[src/rtl/hazard_ctrl_unit_if.sv]
// Hazard controller bundle: pipeline-side indices/flags in, stage enables,
// flushes, forwarding selects and performance counters out.
interface hazard_ctrl_if #(
    parameter int NUM_SRC    = 2,
    parameter int REG_ADDR_W = 5
);
    logic [NUM_SRC*REG_ADDR_W-1:0] rs_ID;
    logic [NUM_SRC-1:0]            rsuse_ID;
    logic                          branch_taken_ID;
    logic [REG_ADDR_W-1:0]         rd_EXE;
    logic                          regwrite_EXE;
    logic                          memread_EXE;
    logic                          mc_start_EXE;
    logic [REG_ADDR_W-1:0]         rd_MEM;
    logic                          regwrite_MEM;
    logic                          memread_MEM;

    logic                          PC_EN_IF;
    logic                          reg_FD_EN;
    logic                          reg_DE_EN;
    logic                          reg_EM_EN;
    logic                          reg_MW_EN;
    logic                          reg_FD_flush;
    logic                          reg_DE_flush;
    logic                          reg_EM_flush;
    logic [NUM_SRC*2-1:0]          forward_ctrl;
    logic [31:0]                   stall_cycles;
    logic [31:0]                   flush_count;

    // Pipeline side: supplies stage information, consumes control.
    modport master (
        output rs_ID, rsuse_ID, branch_taken_ID,
        output rd_EXE, regwrite_EXE, memread_EXE, mc_start_EXE,
        output rd_MEM, regwrite_MEM, memread_MEM,
        input  PC_EN_IF, reg_FD_EN, reg_DE_EN, reg_EM_EN, reg_MW_EN,
        input  reg_FD_flush, reg_DE_flush, reg_EM_flush,
        input  forward_ctrl, stall_cycles, flush_count
    );

    // Hazard unit side.
    modport slave (
        input  rs_ID, rsuse_ID, branch_taken_ID,
        input  rd_EXE, regwrite_EXE, memread_EXE, mc_start_EXE,
        input  rd_MEM, regwrite_MEM, memread_MEM,
        output PC_EN_IF, reg_FD_EN, reg_DE_EN, reg_EM_EN, reg_MW_EN,
        output reg_FD_flush, reg_DE_flush, reg_EM_flush,
        output forward_ctrl, stall_cycles, flush_count
    );
endinterface

[src/rtl/hazard_ctrl_unit.sv]
// Hazard controller for the 5-stage core: per-operand forwarding, load-use
// bubble, taken-branch flush and a multi-cycle EXE hold FSM.
// Optional macro HAZARD_PERF_CNT_EN adds saturating stall/flush counters;
// without it both counter outputs read zero.
module hazard_ctrl_unit #(
    parameter int NUM_SRC    = 2,
    parameter int MC_CYCLES  = 4,
    parameter int REG_ADDR_W = 5
) (
    input  logic          clk,
    input  logic          rst_n,
    hazard_ctrl_if.slave  hz
);
    localparam int CNT_W = ($clog2(MC_CYCLES) < 1) ? 1 : $clog2(MC_CYCLES);
    localparam logic [CNT_W-1:0] CNT_LOAD = CNT_W'(MC_CYCLES - 2);

    typedef enum logic [0:0] {
        ST_IDLE    = 1'b0,
        ST_MC_BUSY = 1'b1
    } state_e;

    state_e             state_q, state_d;
    logic [CNT_W-1:0]   cnt_q, cnt_d;
    logic [NUM_SRC-1:0] exe_match_s;
    logic [NUM_SRC-1:0] mem_match_s;
    logic               mc_hold_s;
    logic               load_use_s;
    logic [NUM_SRC*2-1:0] fwd_s;
    logic pc_en_s, fd_en_s, de_en_s, em_en_s, mw_en_s;
    logic fd_flush_s, de_flush_s, em_flush_s;

    // Register index 0 is hard-wired zero, so it never produces a match.
    for (genvar g = 0; g < NUM_SRC; g++) begin : g_match
        logic [REG_ADDR_W-1:0] rs_s;
        assign rs_s = hz.rs_ID[g*REG_ADDR_W +: REG_ADDR_W];
        assign exe_match_s[g] = hz.rsuse_ID[g] && (rs_s != {REG_ADDR_W{1'b0}}) &&
                                hz.regwrite_EXE && (rs_s == hz.rd_EXE);
        assign mem_match_s[g] = hz.rsuse_ID[g] && (rs_s != {REG_ADDR_W{1'b0}}) &&
                                hz.regwrite_MEM && (rs_s == hz.rd_MEM);
    end

    assign mc_hold_s  = ((state_q == ST_MC_BUSY) && (cnt_q != {CNT_W{1'b0}})) ||
                        ((state_q == ST_IDLE) && hz.mc_start_EXE);
    assign load_use_s = (|exe_match_s) && hz.memread_EXE;

    // FSM state register: phase and remaining hold cycles.
    always_ff @(posedge clk or negedge rst_n) begin
        if (!rst_n) begin
            state_q <= ST_IDLE;
            cnt_q   <= {CNT_W{1'b0}};
        end else begin
            state_q <= state_d;
            cnt_q   <= cnt_d;
        end
    end

    // FSM next state: load the hold count on entry, count down, release at zero.
    always_comb begin
        state_d = state_q;
        cnt_d   = cnt_q;
        case (state_q)
            ST_IDLE: begin
                if (hz.mc_start_EXE) begin
                    state_d = ST_MC_BUSY;
                    cnt_d   = CNT_LOAD;
                end else begin
                    state_d = ST_IDLE;
                    cnt_d   = {CNT_W{1'b0}};
                end
            end
            ST_MC_BUSY: begin
                if (cnt_q != {CNT_W{1'b0}}) begin
                    state_d = ST_MC_BUSY;
                    cnt_d   = cnt_q - CNT_W'(1);
                end else begin
                    state_d = ST_IDLE;
                    cnt_d   = {CNT_W{1'b0}};
                end
            end
            default: begin
                state_d = ST_IDLE;
                cnt_d   = {CNT_W{1'b0}};
            end
        endcase
    end

    // Per-operand forwarding select, EXE result preferred over MEM.
    always_comb begin
        fwd_s = {(NUM_SRC*2){1'b0}};
        for (int i = 0; i < NUM_SRC; i++) begin
            if (!rst_n) begin
                fwd_s[2*i +: 2] = 2'b00;
            end else if (exe_match_s[i] && !hz.memread_EXE && !mc_hold_s) begin
                fwd_s[2*i +: 2] = 2'b01;
            end else if (mem_match_s[i]) begin
                fwd_s[2*i +: 2] = hz.memread_MEM ? 2'b11 : 2'b10;
            end else begin
                fwd_s[2*i +: 2] = 2'b00;
            end
        end
    end

    // Stage control: MC hold beats load-use, which beats the branch flush.
    always_comb begin
        pc_en_s    = 1'b1;
        fd_en_s    = 1'b1;
        de_en_s    = 1'b1;
        em_en_s    = 1'b1;
        mw_en_s    = 1'b1;
        fd_flush_s = 1'b0;
        de_flush_s = 1'b0;
        em_flush_s = 1'b0;
        if (!rst_n) begin
            pc_en_s = 1'b1;
        end else if (mc_hold_s) begin
            pc_en_s    = 1'b0;
            fd_en_s    = 1'b0;
            de_en_s    = 1'b0;
            em_flush_s = 1'b1;
        end else if (load_use_s) begin
            pc_en_s    = 1'b0;
            fd_en_s    = 1'b0;
            de_flush_s = 1'b1;
        end else if (hz.branch_taken_ID) begin
            fd_flush_s = 1'b1;
        end else begin
            fd_flush_s = 1'b0;
        end
    end

    assign hz.PC_EN_IF     = pc_en_s;
    assign hz.reg_FD_EN    = fd_en_s;
    assign hz.reg_DE_EN    = de_en_s;
    assign hz.reg_EM_EN    = em_en_s;
    assign hz.reg_MW_EN    = mw_en_s;
    assign hz.reg_FD_flush = fd_flush_s;
    assign hz.reg_DE_flush = de_flush_s;
    assign hz.reg_EM_flush = em_flush_s;
    assign hz.forward_ctrl = fwd_s;

`ifdef HAZARD_PERF_CNT_EN
    logic [31:0] stall_cycles_q;
    logic [31:0] flush_count_q;

    // Saturating counts of front-end stall cycles and IF/ID flush cycles.
    always_ff @(posedge clk or negedge rst_n) begin
        if (!rst_n) begin
            stall_cycles_q <= 32'd0;
            flush_count_q  <= 32'd0;
        end else begin
            if (!pc_en_s && (stall_cycles_q != 32'hFFFF_FFFF)) begin
                stall_cycles_q <= stall_cycles_q + 32'd1;
            end
            if (fd_flush_s && (flush_count_q != 32'hFFFF_FFFF)) begin
                flush_count_q <= flush_count_q + 32'd1;
            end
        end
    end

    assign hz.stall_cycles = stall_cycles_q;
    assign hz.flush_count  = flush_count_q;
`else
    assign hz.stall_cycles = 32'd0;
    assign hz.flush_count  = 32'd0;
`endif
endmodule

[src/flat_wrapper.sv]
// flat-port wrapper written by rule: the top's interface ports become plain ports
module hazard_ctrl_unit_flat 
#(
    parameter int NUM_SRC    = 2,
    parameter int MC_CYCLES  = 4,
    parameter int REG_ADDR_W = 5
)
  (clk, rst_n, hz_rs_ID, hz_rsuse_ID, hz_branch_taken_ID, hz_rd_EXE, hz_regwrite_EXE, hz_memread_EXE, hz_mc_start_EXE, hz_rd_MEM, hz_regwrite_MEM, hz_memread_MEM, hz_PC_EN_IF, hz_reg_FD_EN, hz_reg_DE_EN, hz_reg_EM_EN, hz_reg_MW_EN, hz_reg_FD_flush, hz_reg_DE_flush, hz_reg_EM_flush, hz_forward_ctrl, hz_stall_cycles, hz_flush_count);
  hazard_ctrl_if #(.NUM_SRC(NUM_SRC), .REG_ADDR_W(REG_ADDR_W)) hz_i ();
  input  logic clk;
  input  logic rst_n;
  input wire logic [$bits(hz_i.rs_ID)-1:0] hz_rs_ID;
  input wire logic [$bits(hz_i.rsuse_ID)-1:0] hz_rsuse_ID;
  input wire logic [$bits(hz_i.branch_taken_ID)-1:0] hz_branch_taken_ID;
  input wire logic [$bits(hz_i.rd_EXE)-1:0] hz_rd_EXE;
  input wire logic [$bits(hz_i.regwrite_EXE)-1:0] hz_regwrite_EXE;
  input wire logic [$bits(hz_i.memread_EXE)-1:0] hz_memread_EXE;
  input wire logic [$bits(hz_i.mc_start_EXE)-1:0] hz_mc_start_EXE;
  input wire logic [$bits(hz_i.rd_MEM)-1:0] hz_rd_MEM;
  input wire logic [$bits(hz_i.regwrite_MEM)-1:0] hz_regwrite_MEM;
  input wire logic [$bits(hz_i.memread_MEM)-1:0] hz_memread_MEM;
  output wire logic [$bits(hz_i.PC_EN_IF)-1:0] hz_PC_EN_IF;
  output wire logic [$bits(hz_i.reg_FD_EN)-1:0] hz_reg_FD_EN;
  output wire logic [$bits(hz_i.reg_DE_EN)-1:0] hz_reg_DE_EN;
  output wire logic [$bits(hz_i.reg_EM_EN)-1:0] hz_reg_EM_EN;
  output wire logic [$bits(hz_i.reg_MW_EN)-1:0] hz_reg_MW_EN;
  output wire logic [$bits(hz_i.reg_FD_flush)-1:0] hz_reg_FD_flush;
  output wire logic [$bits(hz_i.reg_DE_flush)-1:0] hz_reg_DE_flush;
  output wire logic [$bits(hz_i.reg_EM_flush)-1:0] hz_reg_EM_flush;
  output wire logic [$bits(hz_i.forward_ctrl)-1:0] hz_forward_ctrl;
  output wire logic [$bits(hz_i.stall_cycles)-1:0] hz_stall_cycles;
  output wire logic [$bits(hz_i.flush_count)-1:0] hz_flush_count;
  assign hz_i.rs_ID = hz_rs_ID;
  assign hz_i.rsuse_ID = hz_rsuse_ID;
  assign hz_i.branch_taken_ID = hz_branch_taken_ID;
  assign hz_i.rd_EXE = hz_rd_EXE;
  assign hz_i.regwrite_EXE = hz_regwrite_EXE;
  assign hz_i.memread_EXE = hz_memread_EXE;
  assign hz_i.mc_start_EXE = hz_mc_start_EXE;
  assign hz_i.rd_MEM = hz_rd_MEM;
  assign hz_i.regwrite_MEM = hz_regwrite_MEM;
  assign hz_i.memread_MEM = hz_memread_MEM;
  assign hz_PC_EN_IF = hz_i.PC_EN_IF;
  assign hz_reg_FD_EN = hz_i.reg_FD_EN;
  assign hz_reg_DE_EN = hz_i.reg_DE_EN;
  assign hz_reg_EM_EN = hz_i.reg_EM_EN;
  assign hz_reg_MW_EN = hz_i.reg_MW_EN;
  assign hz_reg_FD_flush = hz_i.reg_FD_flush;
  assign hz_reg_DE_flush = hz_i.reg_DE_flush;
  assign hz_reg_EM_flush = hz_i.reg_EM_flush;
  assign hz_forward_ctrl = hz_i.forward_ctrl;
  assign hz_stall_cycles = hz_i.stall_cycles;
  assign hz_flush_count = hz_i.flush_count;
  hazard_ctrl_unit #(.NUM_SRC(NUM_SRC), .MC_CYCLES(MC_CYCLES), .REG_ADDR_W(REG_ADDR_W)) u_core (.clk(clk), .rst_n(rst_n), .hz(hz_i));
endmodule
[config.mk]
export PLATFORM = sky130hd
export DESIGN_NAME = hazard_ctrl_unit_flat
export DESIGN_NICKNAME = d
export VERILOG_FILES = /design/src/rtl/hazard_ctrl_unit_if.sv /design/src/rtl/hazard_ctrl_unit.sv /design/src/flat_wrapper.sv
export SDC_FILE = /design/constraint.sdc
export NUM_CORES = 1
export LEC_CHECK = 0
export ABC_AREA = 1
export CAP_MARGIN = 20
export CORE_ASPECT_RATIO = 0.9
export CORE_MARGIN = 10
export CORE_UTILIZATION = 31
export DETAILED_ROUTE_END_ITERATION = 10
export HOLD_SLACK_MARGIN = 0.08
export PLACE_DENSITY = 0.78
export REMOVE_ABC_BUFFERS = 1
export SLEW_MARGIN = 20
export SYNTH_ARGS = -nofsm -noshare
export SYNTH_HDL_FRONTEND = slang
export SYNTH_SLANG_ARGS = --single-unit
[constraint.sdc]
create_clock -name clk -period 1.75 [get_ports clk]
set_input_delay 0.35 -clock clk [delete_from_list [all_inputs] [get_ports clk]]
set_output_delay 0.35 -clock clk [all_outputs]
set_load 0.02 [all_outputs]
==> results of run 1 <==
==> power breakdown <==
group	internal (mW)	switching (mW)
registers	0.0967	0.0206
clock network	0.155	0.0434
logic	0.308	0.440
total	0.560	0.504
==> logic make-up (layout without fill, tap and decap cells) <==
kind of cell | after synthesis | in the layout
flip-flops | 3 | 3
AO/OA/AOI/OAI | 12 | 12
buffers and inverters | 89 | 85
other | 2 | 67
XOR/XNOR | 10 | 10
AND/OR/NAND/NOR | 72 | 72
==> worst register-to-register path: cells and delay by family, from the launching register on <==
family                 cells  cell delay (ns)
buffers and inverters      3             0.30
and+or+nand+nor            2             0.18
DFF                        1             0.37
AOI/OAI and AO/OA          1             0.09
==> sequential cells by signal, indices dropped and copies added, names as in the netlist <==
signal,cells
u_core.cnt_q,2
u_core.state_q,1
==> routing by layer <==
metal	part of all wire, %	track usage [%]	vias to the layer above
met1	33	9.34	519
met3	6.7	3.24	2
met2	60	19.1	52
met4	1.0	2.51	0
met5	0	0	-
li1	-	-	561
==> how the worst min path moves through the flow <==
stage | end | slack, ns
2_1_floorplan | u_core.cnt_q[0] | 0.05
3_3_place_gp | u_core.cnt_q[0] | 0.51
3_5_place_dp | u_core.cnt_q[0] | 0.52
4_1_cts | u_core.state_q | 0.22
5_1_grt | u_core.cnt_q[0] | 0.54
6_report | u_core.cnt_q[0] | 0.52
==> stage by stage <==
stage | instances | cell area [um^2] | power, mW | setup TNS (ns)
2_1_floorplan | 185 | 891 | 0.465 | 0
3_3_place_gp | 283 | 1450 | 0.759 | -7.02
3_5_place_dp | 283 | 1450 | 0.773 | -7.11
4_1_cts | 290 | 1480 | 1.01 | -0.0816
5_1_grt | 293 | 1600 | 1.14 | -0.417
6_report | 293 | 1600 | 1.06 | -0.0815
==> synth_stat cells (3+ instances only) <==
cell / number / area, um^2
buf_4: 67 / 503
nand2_1: 36 / 135
nor2_1: 17 / 63.8
inv_1: 15 / 56.3
nand3_1: 8 / 40.0
inv_2: 6 / 22.5
xor2_1: 6 / 52.6
a21oi_1: 5 / 25.0
xnor2_1: 4 / 35.0
dfrtp_1: 3 / 75.1
nand3_2: 3 / 30.0
o21ai_0: 3 / 15.0
o21ai_2: 3 / 26.3
==> repair_timing <==
item	4_1_cts	5_1_grt
gates cloned	0	0
buffers inserted	3	1
endpoints found under the setup margin	10	10
hold buffers	0	1
hold endpoints to repair	0	3
pin swaps	33	23
resized for setup	145	48
==> cell type report <==
type,instances,area (um^2),share of cell area [%]
timing repair buffer,59,483,30.2
inverter,22,92.6,5.79
tap,44,55.1,3.45
clock buffer,4,45.0,2.82
sequential,3,75.1,4.70
antenna,1,2.50,0.157
multi-input combinational,160,845,52.9
==> reports/qor.yml, run 1 <==
status:
  status: "complete, but fails checks"
  violations: "setup timing"
synth:
  synth_compound_area_share_pct: 6.40
  synth_seq_cells: 3
  synth_xor_area_share_pct: 7.59
  synthCells: 188
  seq_area_frac_synth_pct: 6.51
  synth_async_sr_flop_share_pct: 100
  synth_flop_cell: "dfrtp_1"
  synth_area_um2: 1150
  synth-simple-area-share_pct: 27.9
  yosys_warnings: 0
  synth_top_family_by_area: "buffers and inverters"
  yosysUniqueCellTypes: 21
  synth_edf_count: 0
  synth_fa_ha_area_share_pct: 0
  synthMuxAreaShare_pct: 0
  postSynthAreaPerCell_um2: 6.14
global_route:
  grt_usage_pct: 9.69
  antenna_found_initial: 1
  overflow: 0
  grt_pass1_vias: 1244
  grt_max_degree: 10
  grt_pass1_wl_mm: 5.51
detailed_routing:
  ant_nets: 0
  wl_per_cell_um: 12.6
  drtIter0Drc: 57
  vias: 1134
  avgViaCountPerCell: 3.87
  drc: 0
  routed_wl_mm: 3.68
  first_pass_iters: 4
timing:
  fin_ws_ns: -0.0657
  setup_viol: 2
  fmax_mhz: 551
  period_share_pct: 104
  rsz0062_at_grt: "true"
  finalHoldViolations: 0
  skew_ns: 0.000595
  holdWs_ns: 0.520
  period_minus_slack_ns: 1.82
  drv_slew: 0
die:
  initial_utilization_pct: 33.2
  fp-row-count: 20
  coreArea_um2: 3480
  ios: 106
  fp.dieW_um: 84.3
  fp.dieH_um: 77.9
  die_area_um2: 6560
setup_path:
  r2r-start: "u_core.cnt_q[0]"
  worst-path-buf-inv: 4
  r2r_end: "u_core.state_q"
  ff2ff_path_depth: 6
  crit_chain: "nor2_1 -> nand2_1 -> o21ai_2 -> inv_4 -> nor2_4 -> inv_2 -> buf_6 -> nor2_2 -> nor2_1 -> buf_4"
  slowest_delay_ns: 0.37
  end_kind: "output port"
  path_max_fanout: 2
  reg2reg_slack_ns: 0.70
  crit_top_cell: "nor2_1"
  crit_path_start_kind: "flop"
  crit_family: "simple AND/OR/NAND/NOR gates"
  crit_path_top_delay_cell: "dfrtp_1"
  crit_end: "hz_forward_ctrl[1]"
  cp.arrival_ns: 1.47
  crit_type: "reg -> out"
  crit_cells: 10
  crit_start: "u_core.cnt_q[0]"
  required_ns: 1.40
layout:
  fin_util_pct: 45.9
  post_route_cells_drive_above_1_share_pct: 40.7
  area_growth_pct: 38.5
  layout_common_cells: "conb_1 (66), nand2_1 (25), buf_4 (24)"
  nNetsFinal: 279
  fillCellCount: 361
  final_common_cell: "conb_1"
clocking:
  cts_tree: "yes"
  clk_path_buf_depth: 2
  htreeDepth: 1
  cts.sinks: 3
  cts_made_buffers: 3
  root_buffer: "clkbuf_8"
  clk_latency_ns: 0.21
  cts.clk_slew.worst_paths_ns: 0.03
power_and_ir_drop:
  vdd_drop_max_mv: 0.230
  leakage_nw: 0.891
  power_density_nw_per_um2: 666
worst_hold_path:
  hold-path-cell-count: 2
  min_from: "u_core.cnt_q[0]"
  hp-class: "reg -> reg"
place:
  place.port_buffers: 39
  dpl.hpwl_mm: 3.10
  gp_congestion: 0.905
  pre_cts_slack_ns: -0.809
flow_run:
  maxCapViolations: 0
Note: power is estimated with default switching activity, not from simulation.
==> inputs of run 2 (changes only) <==
--- a/config.mk
+++ b/config.mk
@@ -5,14 +5,15 @@
 export SDC_FILE = /design/constraint.sdc
 export NUM_CORES = 1
 export LEC_CHECK = 0
-export ABC_AREA = 1
 export CAP_MARGIN = 20
 export CORE_ASPECT_RATIO = 0.9
 export CORE_MARGIN = 10
-export CORE_UTILIZATION = 31
+export CORE_UTILIZATION = 29
 export DETAILED_ROUTE_END_ITERATION = 10
+export GPL_ROUTABILITY_DRIVEN = 0
 export HOLD_SLACK_MARGIN = 0.08
-export PLACE_DENSITY = 0.78
+export PLACE_DENSITY = 0.8
+export RECOVER_POWER = 50
 export REMOVE_ABC_BUFFERS = 1
 export SLEW_MARGIN = 20
 export SYNTH_ARGS = -nofsm -noshare
==> run 2 against run 1 <==
Against the previous run:
- the run still ends with setup timing left
- clock power is 3% higher
- synthesized area is 15% lower
- die area is 6.7% lower
- total power is 10% lower
- final area is 8.0% lower
- worst setup slack worse by 0.27 ns
- maximum frequency is 13% lower
- sequential share of layout area is 0.41 points higher
- global-route usage is 0.85 points lower
- core utilization is 0.56 points higher
- final cell count is 23% lower
- critical path depth is 3 lower
- highest routed layer unchanged
==> reports/qor.yml, run 2 <==
status:
  status: "complete, but fails checks"  # unchanged
  violations: "setup timing"  # unchanged
place:
  dpl_cell_area_um2: 1250  # was 1450 um^2
  dpl.hpwl_mm: 2.67  # was 3.10 mm
  place.port_buffers: 39  # unchanged
power_and_ir_drop:
  leakage_nw: 0.758  # was 0.891 nW
  power_frac_seq_pct: 12.9  # was 11.0%
  switching_share_pct: 44.4  # was 47.4%
  clockPowerShare_pct: 21.4  # was 18.7%
  vdd_drop_max_mv: 0.207  # was 0.230 mV
  power.internal_mw: 0.530  # was 0.560 mW
  p_comb_share_pct: 65.7  # was 70.3%
  power_density_nw_per_um2: 648  # was 666 nW/um^2
  power_switching_mw: 0.423  # was 0.504 mW
layout:
  layout_common_cells: "conb_1 (66), buf_4 (17), buf_6 (15)"  # was conb_1 (66), nand2_1 (25), buf_4 (24)
  design_area_um2: 1470  # was 1600 um^2
  antenna_cells: 0  # was 1
  fillCellCount: 323  # was 361
  area_growth_pct: 49.5  # was 38.5%
  largest-register: "u_core.cnt_q"  # unchanged
  largest_register_ffs: 2  # unchanged
  fin_util_pct: 46.5  # was 45.9%
  reg.largest.list: "u_core.cnt_q: 2 flops, u_core.state_q: 1 flops"  # unchanged
  final_common_cell: "conb_1"  # unchanged
  post_route_cells_drive_above_1_share_pct: 41.3  # was 40.7%
  nNetsFinal: 215  # was 279
detailed_routing:
  wl_per_cell_um: 13.6  # was 12.6 um
  drc: 0  # unchanged
  avgViaCountPerCell: 3.65  # was 3.87
  drtIter0Drc: 7  # was 57
  routed_wl_mm: 3.08  # was 3.68 mm
  first_pass_iters: 4  # unchanged
  vias: 826  # was 1134
  ant_nets: 0  # unchanged
setup_path:
  cp.arrival_ns: 1.73  # was 1.47 ns
  reg2reg_slack_ns: 0.89  # was 0.70 ns
  crit_end: "hz_forward_ctrl[2]"  # was hz_forward_ctrl[1]
  end_kind: "output port"  # unchanged
  crit_chain: "buf_8 -> or4_4 -> o21ai_4 -> nor3_4 -> buf_4 -> a32o_1 -> buf_6"  # was nor2_1 -> nand2_1 -> o21ai_2 -> inv_4 -> nor2_4 -> inv_2 -> buf_6 -> nor2_2 -> nor2_1 -> buf_4
  crit_path_start_kind: "input pin"  # was flop
  crit_type: "in -> out"  # was reg -> out
  crit_start: "hz_rs_ID[7]"  # was u_core.cnt_q[0]
  r2r_end: "u_core.cnt_q[1]"  # was u_core.state_q
  required_ns: 1.40  # about the same
  r2r-start: "u_core.state_q"  # was u_core.cnt_q[0]
  slowest_delay_ns: 0.54  # was 0.37 ns
  crit_path_top_delay_cell: "or4_4"  # was dfrtp_1
  ff2ff_path_depth: 3  # was 6
  path_max_fanout: 3  # was 2
synth:
  postSynthAreaPerCell_um2: 7.74  # was 6.14 um^2
  synth_flop_cell: "dfrtp_1"  # unchanged
  synth_edf_count: 0  # unchanged
  synth_top_area_cell: "buf_4"  # unchanged
  yosysUniqueCellTypes: 23  # was 21
  synthCells: 127  # was 188
  synth.most_common_cell: "buf_4"  # unchanged
  synth_seq_cells: 3  # unchanged
  synth.top_cell.area_share_pct: 51.1  # was 43.6%
  netlist_top_cells_count: "buf_4 (67), xnor2_1 (18), nand2_1 (4), nand4_1 (4)"  # was buf_4 (67), nand2_1 (36), nor2_1 (17)
  synth_area_leaders: "buf_4 (51%), xnor2_1 (16%), dfrtp_1 (7.6%), o21ai_2 (2.7%), nand4_1 (2.5%)"  # was buf_4 (44%), nand2_1 (12%), dfrtp_1 (6.5%), nor2_1 (5.5%), inv_1 (4.9%)
  yosys_warnings: 0  # unchanged
  seq_area_frac_synth_pct: 7.63  # was 6.51%
  synth_async_sr_flop_share_pct: 100  # unchanged
  synth_area_um2: 983  # was 1150 um^2
timing:
  finalHoldViolations: 0  # unchanged
  fin_ws_ns: -0.333  # was -0.0657 ns
  fmax_mhz: 480  # was 551 MHz
  drv_slew: 0  # unchanged
  setup_viol: 8  # was 2
  period_minus_slack_ns: 2.08  # was 1.82 ns
  rsz0062_at_grt: "true"  # unchanged
  period_share_pct: 119  # was 104%
  skew_ns: 0.00240  # was 0.000595 ns
die:
  die_area_um2: 6120  # was 6560 um^2
  fp.dieH_um: 75.2  # was 77.9 um
  ios: 106  # unchanged
  fp-row-count: 19  # was 20
  initial_utilization_pct: 31.1  # was 33.2%
  coreArea_um2: 3160  # was 3480 um^2
  fp.dieW_um: 81.4  # was 84.3 um
clocking:
  cts_made_buffers: 3  # unchanged
  root_buffer: "clkbuf_8"  # unchanged
  cts_tree: "yes"  # unchanged
  cts.sinks: 3  # unchanged
  clk_latency_ns: 0.22  # was 0.21 ns
  htreeDepth: 1  # unchanged
  cts.clk_slew.worst_paths_ns: 0.03  # about the same
  cts_hold_buf: 0  # unchanged
  clk_path_buf_depth: 2  # unchanged
global_route:
  grt_max_degree: 8  # was 10
  grt_usage_pct: 8.83  # was 9.69%
  grt_pass1_vias: 902  # was 1244
  antenna_found_initial: 0  # was 1
  grt_pass1_wl_mm: 4.28  # was 5.51 mm
  overflow: 0  # unchanged
worst_hold_path:
  hp-class: "in -> async"  # was reg -> reg
flow_run:
  maxCapViolations: 0  # unchanged
[run 2: changes by cell type after synthesis, moves of 3 or more]
| cell | change |
|---|---|
| nand2_1 | -32 |
| a21oi_1 | -5 |
| nand3_2 | -3 |
| inv_1 | -12 |
| xnor2_1 | +14 |
| nor2_1 | -15 |
| inv_2 | -6 |
| nand4_1 | +3 |
| nand3_1 | -7 |
| xor2_1 | -4 |
[run 2: power groups by stage]
stage / logic, mW / registers, mW / clock network (mW)
floorplan: 0.272 / 0.112 / 0
global placement: 0.482 / 0.110 / 0
CTS: 0.583 / 0.124 / 0.210
global route: 0.666 / 0.129 / 0.217
detailed placement: 0.492 / 0.112 / 0
finish: 0.625 / 0.123 / 0.204
[run 2: layout make-up]
| cell class | count | area [um^2] | share of cell area (%) |
|---|---|---|---|
| Tap cell | 42 | 52.6 | 3.57 |
| Multi-Input combinational cell | 118 | 785 | 53.4 |
| Clock buffer | 4 | 45.0 | 3.06 |
| Timing Repair Buffer | 56 | 502 | 34.1 |
| Sequential cell | 3 | 75.1 | 5.11 |
| Inverter | 3 | 11.3 | 0.766 |
[run 2: cells by family (layout without fill, tap and decap cells)]
group,after synthesis,after routing,share of synthesized area [%]
DFF,3,3,7.63
and+or+nand+nor,22,22,13.7
AOI/OAI and AO/OA,10,10,7.76
buffers and inverters,70,63,52.3
xor gates and xnor gates,20,20,17.8
other,2,66,0.764
[run 2: routing by layer]
layer | part of all wire, % | up-vias | GRT usage [%]
met4 | 0.45 | 0 | 2.30
met5 | 0 | - | 0
met1 | 34 | 364 | 9.01
li1 | - | 400 | -
met2 | 51 | 60 | 16.3
met3 | 14 | 2 | 3.69
[run 2: metrics by stage]
step / power, mW / hold slack, ns / setup slack [ns] / cells / setup TNS (ns)
final: 0.952 / 0.467 / -0.333 / 226 / -2.16
after floorplan: 0.384 / 0.0544 / -0.229 / 124 / -0.900
after global routing: 1.01 / 0.488 / -0.360 / 226 / -2.57
after detailed placement: 0.604 / 0.534 / -1.17 / 217 / -9.86
after CTS: 0.916 / 0.466 / -0.340 / 223 / -2.27
after global placement: 0.592 / 0.501 / -1.13 / 217 / -9.55
[run 2: worst min path at each step]
| stage | start | end | slack, ns | depth (start not counted) |
|---|---|---|---|---|
| floorplan | rst_n | u_core.cnt_q[0] | 0.05 | 0 |
| global placement | u_core.cnt_q[1] | u_core.cnt_q[1] | 0.50 | 2 |
| detailed placement | u_core.cnt_q[1] | u_core.cnt_q[1] | 0.53 | 2 |
| CTS | rst_n | u_core.cnt_q[1] | 0.47 | 2 |
| global route | rst_n | u_core.cnt_q[0] | 0.49 | 2 |
| finish | rst_n | u_core.cnt_q[1] | 0.47 | 2 |
[run 2: what timing repair did]
action,4_1_cts,5_1_grt
endpoints found under the hold margin,0,0
buffers inserted,2,3
pin swaps,26,13
endpoints found under the setup margin,10,9
gates resized for setup,164,15
[run 2: worst max-delay path: cells and delay by family]
family | cells | cell delay, ns
AOI/OAI and AO/OA | 2 | 0.39
buffers and inverters | 3 | 0.37
and+or+nand+nor | 2 | 0.62
